===== config.mk =====
export PLATFORM = sky130hd
export DESIGN_NAME = store_write_combine_buffer
export DESIGN_NICKNAME = d
export VERILOG_FILES = /design/src/rtl/store_write_combine_buffer_pkg.sv /design/src/rtl/store_write_buffer_probe.sv /design/src/rtl/store_write_combine_buffer.sv
export SDC_FILE = /design/constraint.sdc
export NUM_CORES = 1
export LEC_CHECK = 0
export CAP_MARGIN = 20
export CORE_AREA = 2 2 249 251
export CTS_BUF_LIST = sky130_fd_sc_hd__clkbuf_16
export CTS_CLUSTER_SIZE = 10
export DETAILED_ROUTE_END_ITERATION = 8
export DIE_AREA = 0 0 251 253
export PLACE_DENSITY = 0.67
export SLEW_MARGIN = 10
export SYNTH_ARGS = -nofsm -noshare
export SYNTH_HDL_FRONTEND = slang
export SYNTH_SLANG_ARGS = --single-unit

===== constraint.sdc =====
create_clock -name clk -period 13.97 [get_ports clk]
set_input_delay 1.397 -clock clk [delete_from_list [all_inputs] [get_ports clk]]
set_output_delay 1.397 -clock clk [all_outputs]
set_load 0.02 [all_outputs]

===== src/rtl/store_write_combine_buffer_pkg.sv =====
// rtl/store_write_combine_buffer_pkg.sv - shared types and byte-merge helper for the store write-combine buffer
package LoadStoreUnitTypes;

   localparam int WB_ENTRY_NUM       = 4;
   localparam int WB_LINE_BYTE_NUM   = 8;
   localparam int WB_ADDR_WIDTH      = 32;
   localparam int WB_OFFSET_WIDTH    = $clog2(WB_LINE_BYTE_NUM);
   localparam int WB_LINE_ADDR_WIDTH = WB_ADDR_WIDTH - WB_OFFSET_WIDTH;

   typedef logic [$clog2(WB_ENTRY_NUM)-1:0] WriteBufferIndexPath;
   typedef logic [WB_LINE_ADDR_WIDTH-1:0]   LineAddrPath;
   typedef logic [WB_LINE_BYTE_NUM*8-1:0]   LineDataPath;
   typedef logic [WB_LINE_BYTE_NUM-1:0]     LineByteWEPath;

   typedef enum logic {WB_IDLE, WB_ISSUE} WriteBufferDrainState;

   typedef struct packed {
      logic          valid;
      logic          uncachable;
      LineAddrPath   lineAddr;
      LineDataPath   data;
      LineByteWEPath byteWE;
   } WriteBufferEntry;

   function automatic LineDataPath MergeLineBytes(input LineDataPath oldData,
                                                  input LineDataPath newData,
                                                  input LineByteWEPath newWE);
      LineDataPath merged;
      for (int b = 0; b < WB_LINE_BYTE_NUM; b++)
         merged[b*8 +: 8] = newWE[b] ? newData[b*8 +: 8] : oldData[b*8 +: 8];
      return merged;
   endfunction

endpackage


===== src/rtl/store_write_buffer_probe.sv =====
// rtl/store_write_buffer_probe.sv - parallel line-address match of a load against all valid buffer entries
module store_write_buffer_probe
   import LoadStoreUnitTypes::*;
#(
   parameter int ENTRY_NUM = WB_ENTRY_NUM
) (
   input  logic                 valids [ENTRY_NUM],
   input  LineAddrPath          lineAddrs [ENTRY_NUM],
   input  LineAddrPath          probeLine,
   output logic                 probeHit
);

   always_comb begin
      probeHit = 1'b0;
      for (int i = 0; i < ENTRY_NUM; i++)
         if (valids[i] && lineAddrs[i] == probeLine)
            probeHit = 1'b1;
   end

endmodule


===== src/rtl/store_write_combine_buffer.sv =====
// rtl/store_write_combine_buffer.sv - coalescing FIFO between store commit and the DCache write port
module store_write_combine_buffer
   import LoadStoreUnitTypes::*;
#(
   parameter int ENTRY_NUM     = WB_ENTRY_NUM,
   parameter int LINE_BYTE_NUM = WB_LINE_BYTE_NUM,
   parameter int ADDR_WIDTH    = WB_ADDR_WIDTH,
   parameter int DRAIN_TIMEOUT = 16
) (
   input  logic                           clk,
   input  logic                           rst,
   input  logic                           inReq,
   input  logic [ADDR_WIDTH-1:0]          inAddr,
   input  logic [LINE_BYTE_NUM*8-1:0]     inData,
   input  logic [LINE_BYTE_NUM-1:0]       inByteWE,
   input  logic                           inUncachable,
   output logic                           inAck,
   output logic                           outReq,
   output logic [ADDR_WIDTH-1:0]          outAddr,
   output logic [LINE_BYTE_NUM*8-1:0]     outData,
   output logic [LINE_BYTE_NUM-1:0]       outByteWE,
   output logic                           outUncachable,
   input  logic                           outAck,
   input  logic                           flush,
   input  logic [ADDR_WIDTH-1:0]          probeAddr,
   output logic                           probeHit,
   output logic                           empty,
   output logic [$clog2(ENTRY_NUM+1)-1:0] count
);

   localparam int OFFSET_W = $clog2(LINE_BYTE_NUM);
   localparam int IDX_W    = $clog2(ENTRY_NUM);
   localparam int CNT_W    = $clog2(ENTRY_NUM+1);
   localparam int TMR_W    = $clog2(DRAIN_TIMEOUT+1);
   localparam logic [CNT_W-1:0] FULL_COUNT = CNT_W'(ENTRY_NUM);
   localparam logic [CNT_W-1:0] ONE_COUNT  = CNT_W'(1);
   localparam logic [CNT_W-1:0] TWO_COUNT  = CNT_W'(2);
   localparam logic [IDX_W-1:0] LAST_IDX   = IDX_W'(ENTRY_NUM-1);
   localparam logic [TMR_W-1:0] TIMEOUT    = TMR_W'(DRAIN_TIMEOUT);

   WriteBufferEntry      entries [ENTRY_NUM];
   WriteBufferDrainState state, nextState;
   logic [IDX_W-1:0]     head, tail, youngest, headNext;
   logic [CNT_W-1:0]     countReg, countNext;
   logic [TMR_W-1:0]     timer;
   LineAddrPath          inLine;
   logic                 issuing, mergeOK, doWrite, doMerge, doAlloc, drain, headUncNext;
   logic                 probeValids [ENTRY_NUM];
   LineAddrPath          probeLines [ENTRY_NUM];
   logic                 unusedOffsets;

   // Pointer wrap by subtraction so ENTRY_NUM need not be a power of two.
   function automatic logic [IDX_W-1:0] IncIdx(input logic [IDX_W-1:0] idx);
      logic [IDX_W:0] sum;
      sum = {1'b0, idx} + (IDX_W+1)'(1);
      if (sum >= (IDX_W+1)'(ENTRY_NUM))
         sum = sum - (IDX_W+1)'(ENTRY_NUM);
      return sum[IDX_W-1:0];
   endfunction

   assign unusedOffsets = ^{inAddr[OFFSET_W-1:0], probeAddr[OFFSET_W-1:0]};
   assign issuing       = (state == WB_ISSUE);

   always_comb begin
      inLine   = inAddr[ADDR_WIDTH-1:OFFSET_W];
      youngest = (tail == '0) ? LAST_IDX : tail - IDX_W'(1);
      // The issuing head is frozen so outData stays stable until outAck.
      mergeOK  = (countReg != '0) && entries[youngest].valid &&
                 (entries[youngest].lineAddr == inLine) &&
                 !entries[youngest].uncachable && !inUncachable &&
                 !(issuing && youngest == head);
      inAck    = !rst && inReq && (mergeOK || countReg != FULL_COUNT);
      doWrite  = inAck && (inByteWE != '0);
      doMerge  = doWrite && mergeOK;
      doAlloc  = doWrite && !mergeOK;
      drain    = issuing && outAck;
      headNext = drain ? IncIdx(head) : head;
      countNext = countReg + (doAlloc ? ONE_COUNT : '0) - (drain ? ONE_COUNT : '0);
      headUncNext = entries[headNext].valid ? entries[headNext].uncachable : inUncachable;
   end

   always_ff @(posedge clk or posedge rst) begin
      if (rst) begin
         for (int i = 0; i < ENTRY_NUM; i++)
            entries[i] <= '0;
         head     <= '0;
         tail     <= '0;
         countReg <= '0;
         timer    <= '0;
      end else begin
         if (drain)
            entries[head].valid <= 1'b0;
         if (doMerge) begin
            entries[youngest].data   <= MergeLineBytes(entries[youngest].data, inData, inByteWE);
            entries[youngest].byteWE <= entries[youngest].byteWE | inByteWE;
         end
         if (doAlloc) begin
            entries[tail] <= '{valid: 1'b1, uncachable: inUncachable, lineAddr: inLine,
                               data: MergeLineBytes('0, inData, inByteWE), byteWE: inByteWE};
            tail <= IncIdx(tail);
         end
         head     <= headNext;
         countReg <= countNext;
         if (countReg == ONE_COUNT && !inAck && !drain)
            timer <= (timer == TIMEOUT) ? timer : timer + TMR_W'(1);
         else
            timer <= '0;
      end
   end

   always_ff @(posedge clk or posedge rst) begin
      if (rst) state <= WB_IDLE;
      else     state <= nextState;
   end

   always_comb begin
      nextState = state;
      case (state)
         WB_IDLE:
            if (countReg != '0 && (countReg >= TWO_COUNT || flush || countReg == FULL_COUNT ||
                                   entries[head].uncachable || timer >= TIMEOUT))
               nextState = WB_ISSUE;
         WB_ISSUE:
            if (drain)
               nextState = (countNext != '0 && (countNext >= TWO_COUNT || flush || headUncNext))
                           ? WB_ISSUE : WB_IDLE;
         default: nextState = WB_IDLE;
      endcase
   end

   always_comb begin
      outReq        = issuing;
      outAddr       = '0;
      outData       = '0;
      outByteWE     = '0;
      outUncachable = 1'b0;
      if (issuing) begin
         outAddr       = {entries[head].lineAddr, {OFFSET_W{1'b0}}};
         outData       = entries[head].data;
         outByteWE     = entries[head].byteWE;
         outUncachable = entries[head].uncachable;
      end
   end

   always_comb begin
      for (int i = 0; i < ENTRY_NUM; i++) begin
         probeValids[i] = entries[i].valid;
         probeLines[i]  = entries[i].lineAddr;
      end
   end

   store_write_buffer_probe #(.ENTRY_NUM(ENTRY_NUM)) probe (
      .valids    (probeValids),
      .lineAddrs (probeLines),
      .probeLine (probeAddr[ADDR_WIDTH-1:OFFSET_W]),
      .probeHit  (probeHit)
   );

   assign empty = (countReg == '0);
   assign count = countReg;

endmodule


==> results.yml <==
power_and_ir_drop:
  finalPower_mw: 7.93
  power_density_nw_per_um2: 250
  sw_frac_of_total: 0.403
  p_int_mw: 4.73
  power.switching_mw: 3.20
  combPwrFrac: 0.545
  peakVddDrop_v: 0.000146
  clkPwrFrac: 0.153
  power_frac_seq: 0.302
  power_leakage_nw: 14.6
grt:
  grt-ovfl-total: 0
  track_usage: 0.260
  grt_pass1_vias: 20900
  grt_max_degree: 132
  antenna_found_initial: 9
  grt_pass1_wl_um: 127000
routing:
  via_per_inst: 6.10
  detail_route.first_pass.iterations: 5
  totalWireLength_um: 82500
  drc: 0
  ant_nets: 0
  post_drt_wl_per_cell_um: 26.1
  drt_iter0_drc: 1479
  vias: 19300
synthesis:
  netlist_area_sq_um: 27200
  ys_types: 48
  synth_seq_cells: 425
  synth_edf_count: 0
  synthFlopType: "dfrtp_1"
  yosysWarnings: 0
  synthCells: 2170
  async_flop_share: 1.00
  synth_area_per_cell_sq_um: 12.5
  ys_seq_area_frac: 0.392
worst_setup_path:
  worst_setup_path_start_kind: "flop"
  worst-setup-path-type: "flop to output port"
  timing.critical_path.fanout_max: 40
  end_kind: "output port"
  crit_required_ps: 12570
  cp.arrival_ps: 6200
floorplanning:
  core_area_sq_um: 61000
  die_area_sq_um: 63500
  start_util: 0.445
  rows: 91
  num_io_pins: 254
  die_h_um: 253
  fp.dieW_um: 251
run_status:
  outcome: "finished clean"
finish:
  antennaDiodeCount: 0
  area_delta_synth_final_pct: 16.9
  utilization: 0.520
  drive_gt1_frac: 0.171
  fillers: 5222
  layoutNonFillerInstCount: 3164
  num-nets-final: 2509
flow_run:
  cap_violations: 0
clock_tree:
  cts_tree: "built"
  clock_latency_ps: 610
  clk_path_buf_depth: 3
  clk_pin_slew_ps: 60
  root_buffer: "clkbuf_16"
  hold_buffers: 0
  cts_resized: 0
  postCtsSetupBuffers: 0
  cts.sinks: 425
  cts.htree.levels: 2
  cts-buffers-inserted: 51
timing:
  fmaxAchievable_mhz: 132
  post-route-period-util: 0.544
  maxSlewViolCount: 0
  rsz0062_at_grt: "false"
  worstMarginPinSlew_ps: 1140
  hold_viol: 0
  finalSetupViolations: 0
  setup_tns_ps: 0
  min_period_ps: 7600
  whs_ps: 523
  skew_ps: 17.3
  relSlewSlack: 0.242
worst_hold_path:
  hp-class: "flop to flop"
place:
  place_congestion: 0.926
  hpwl_um: 50900
  dp_cells: 3085
  numPortBuffers: 244
==> sequential cells by signal (all words and copies together) (netlist names) <==
register,cells
entries,412
timer,5
count,3
head,2
tail,2
outReq,1
==> worst paths after layout <==
kind,start,end,slack [ps],depth (start not counted)
max,tail[0]$_DFFE_PP0P_,inAck,6370,11
min,entries[101]$_DFFE_PP0P_,entries[101]$_DFFE_PP0P_,520,1
max reg2reg,tail[0]$_DFFE_PP0P_,entries[386]$_DFFE_PP0P_,7500,13
min reg2reg,entries[101]$_DFFE_PP0P_,entries[101]$_DFFE_PP0P_,520,1
max in group asynchronous,rst,outReq$_DFF_PP0_,10370,4
min in group asynchronous,rst,entries[400]$_DFFE_PP0P_,1260,2
==> layout make-up <==
type / count / area [sq um] / share of cell area
flip-flops and latches: 425 / 10600 / 0.335
inverters: 19 / 78.8 / 0.00248
well taps: 790 / 988 / 0.0311
repair buffers: 286 / 2790 / 0.0879
multi-input cells: 1566 / 15800 / 0.498
clock inverters: 27 / 169 / 0.00532
clock buffers: 51 / 1280 / 0.0402
==> per-layer routing <==
layer,global-route usage,part of all wire,vias up
met5,0,0.0012,-
met4,0.0968,0.035,16
met3,0.0516,0.067,174
met2,0.435,0.48,718
met1,0.337,0.41,10100
li1,-,-,8311
==> worst max-delay path, cell delays in order, from the launching register on <==
cell             delay (ps)
dfrtp_1                 490
inv_1                   180
ha_1                    280
nor2b_4                 790
buf_4                   770
mux4_2                  600
xor2_1                  160
or4_1                   490
nor4_4                  660
nand2_1                 240
a31oi_1                 250
clkdlybuf4s50_1         660
==> cells in the mapped netlist, drive strengths merged, types with 3 or more instances <==
| cell | instances | share of area |
|---|---|---|
| o21ai | 39 | 0.0072 |
| nor3 | 3 | 0.00055 |
| ha | 17 | 0.0078 |
| dfrtp | 425 | 0.39 |
| or4 | 3 | 0.00097 |
| mux2 | 127 | 0.053 |
| o2111ai | 3 | 0.00097 |
| nor2 | 11 | 0.0015 |
| xor2 | 94 | 0.030 |
| mux4 | 194 | 0.16 |
| clkbuf | 66 | 0.0091 |
| buf | 96 | 0.018 |
| nor4 | 29 | 0.0072 |
| mux2i | 566 | 0.21 |
| a211oi | 5 | 0.0014 |
| nand3 | 15 | 0.0028 |
| and2 | 107 | 0.025 |
| or2 | 8 | 0.0018 |
| nand4 | 19 | 0.0044 |
| a21o | 5 | 0.0014 |
| nand2 | 172 | 0.024 |
| xnor2 | 53 | 0.017 |
| nand2b | 70 | 0.016 |
| a21oi | 5 | 0.00092 |
| a31oi | 3 | 0.00069 |
| inv | 19 | 0.0026 |
==> per-stage QoR <==
stage,cell area [sq um],worst slack (ps)
6_report,31800,6370
3_5_place_dp,30300,6880
3_3_place_gp,30300,6870
4_1_cts,31700,6210
5_1_grt,31800,5970
2_1_floorplan,27200,721
==> logic make-up (layout without fill, tap and decap cells) <==
| group | count (synthesis) | in the layout | synth area share |
|---|---|---|---|
| other cells | 1 | 3 | 0.000138 |
| buf+inv | 181 | 383 | 0.0295 |
| simple gates | 442 | 442 | 0.0851 |
| flops | 425 | 425 | 0.392 |
| compound gates | 69 | 69 | 0.0154 |
| xor+xnor | 147 | 147 | 0.0474 |
| mux | 887 | 887 | 0.422 |
| fa+ha+maj | 18 | 18 | 0.00857 |
==> layout by cell type, fill, tap and decap left out, types with 2 or more instances in the layout <==
cell             Yosys  final
a211oi_4             0      4
a21o_1               5      5
a21oi_1              5      5
a31oi_1              3      3
and2_1             107    107
buf_4               11     40
clkbuf_16            0     51
clkdlybuf4s50_1      0    244
clkinv_1             0      4
clkinv_2             0      3
conb_1               1      3
dfrtp_1            425    422
dfrtp_4              0      3
ha_1                17     16
inv_1               19     34
inv_16               0      2
mux2_1              36     36
mux2_2              91     91
mux2i_1            566    566
mux4_2             194    194
nand2_1            172    172
nand2b_1            70     70
nand3_1             15     15
nand4_1             19     19
nor2_1              11     11
nor3_1               3      3
nor4_1              28     27
o2111ai_1            3      3
o21ai_0             38     38
or2_2                8      8
or4_1                2      2
xnor2_1             53     53
xor2_1              94     94
==> power by group through the flow <==
stage / logic (mW) / clock network (mW) / registers (mW)
4_1_cts: 4.35 / 1.24 / 2.38
6_report: 4.32 / 1.21 / 2.39
3_5_place_dp: 4.32 / 0 / 2.40
2_1_floorplan: 3.08 / 0 / 2.17
3_3_place_gp: 4.24 / 0 / 2.34
5_1_grt: 4.62 / 1.29 / 2.48
No activity file was read; power rests on OpenSTA's default activity.
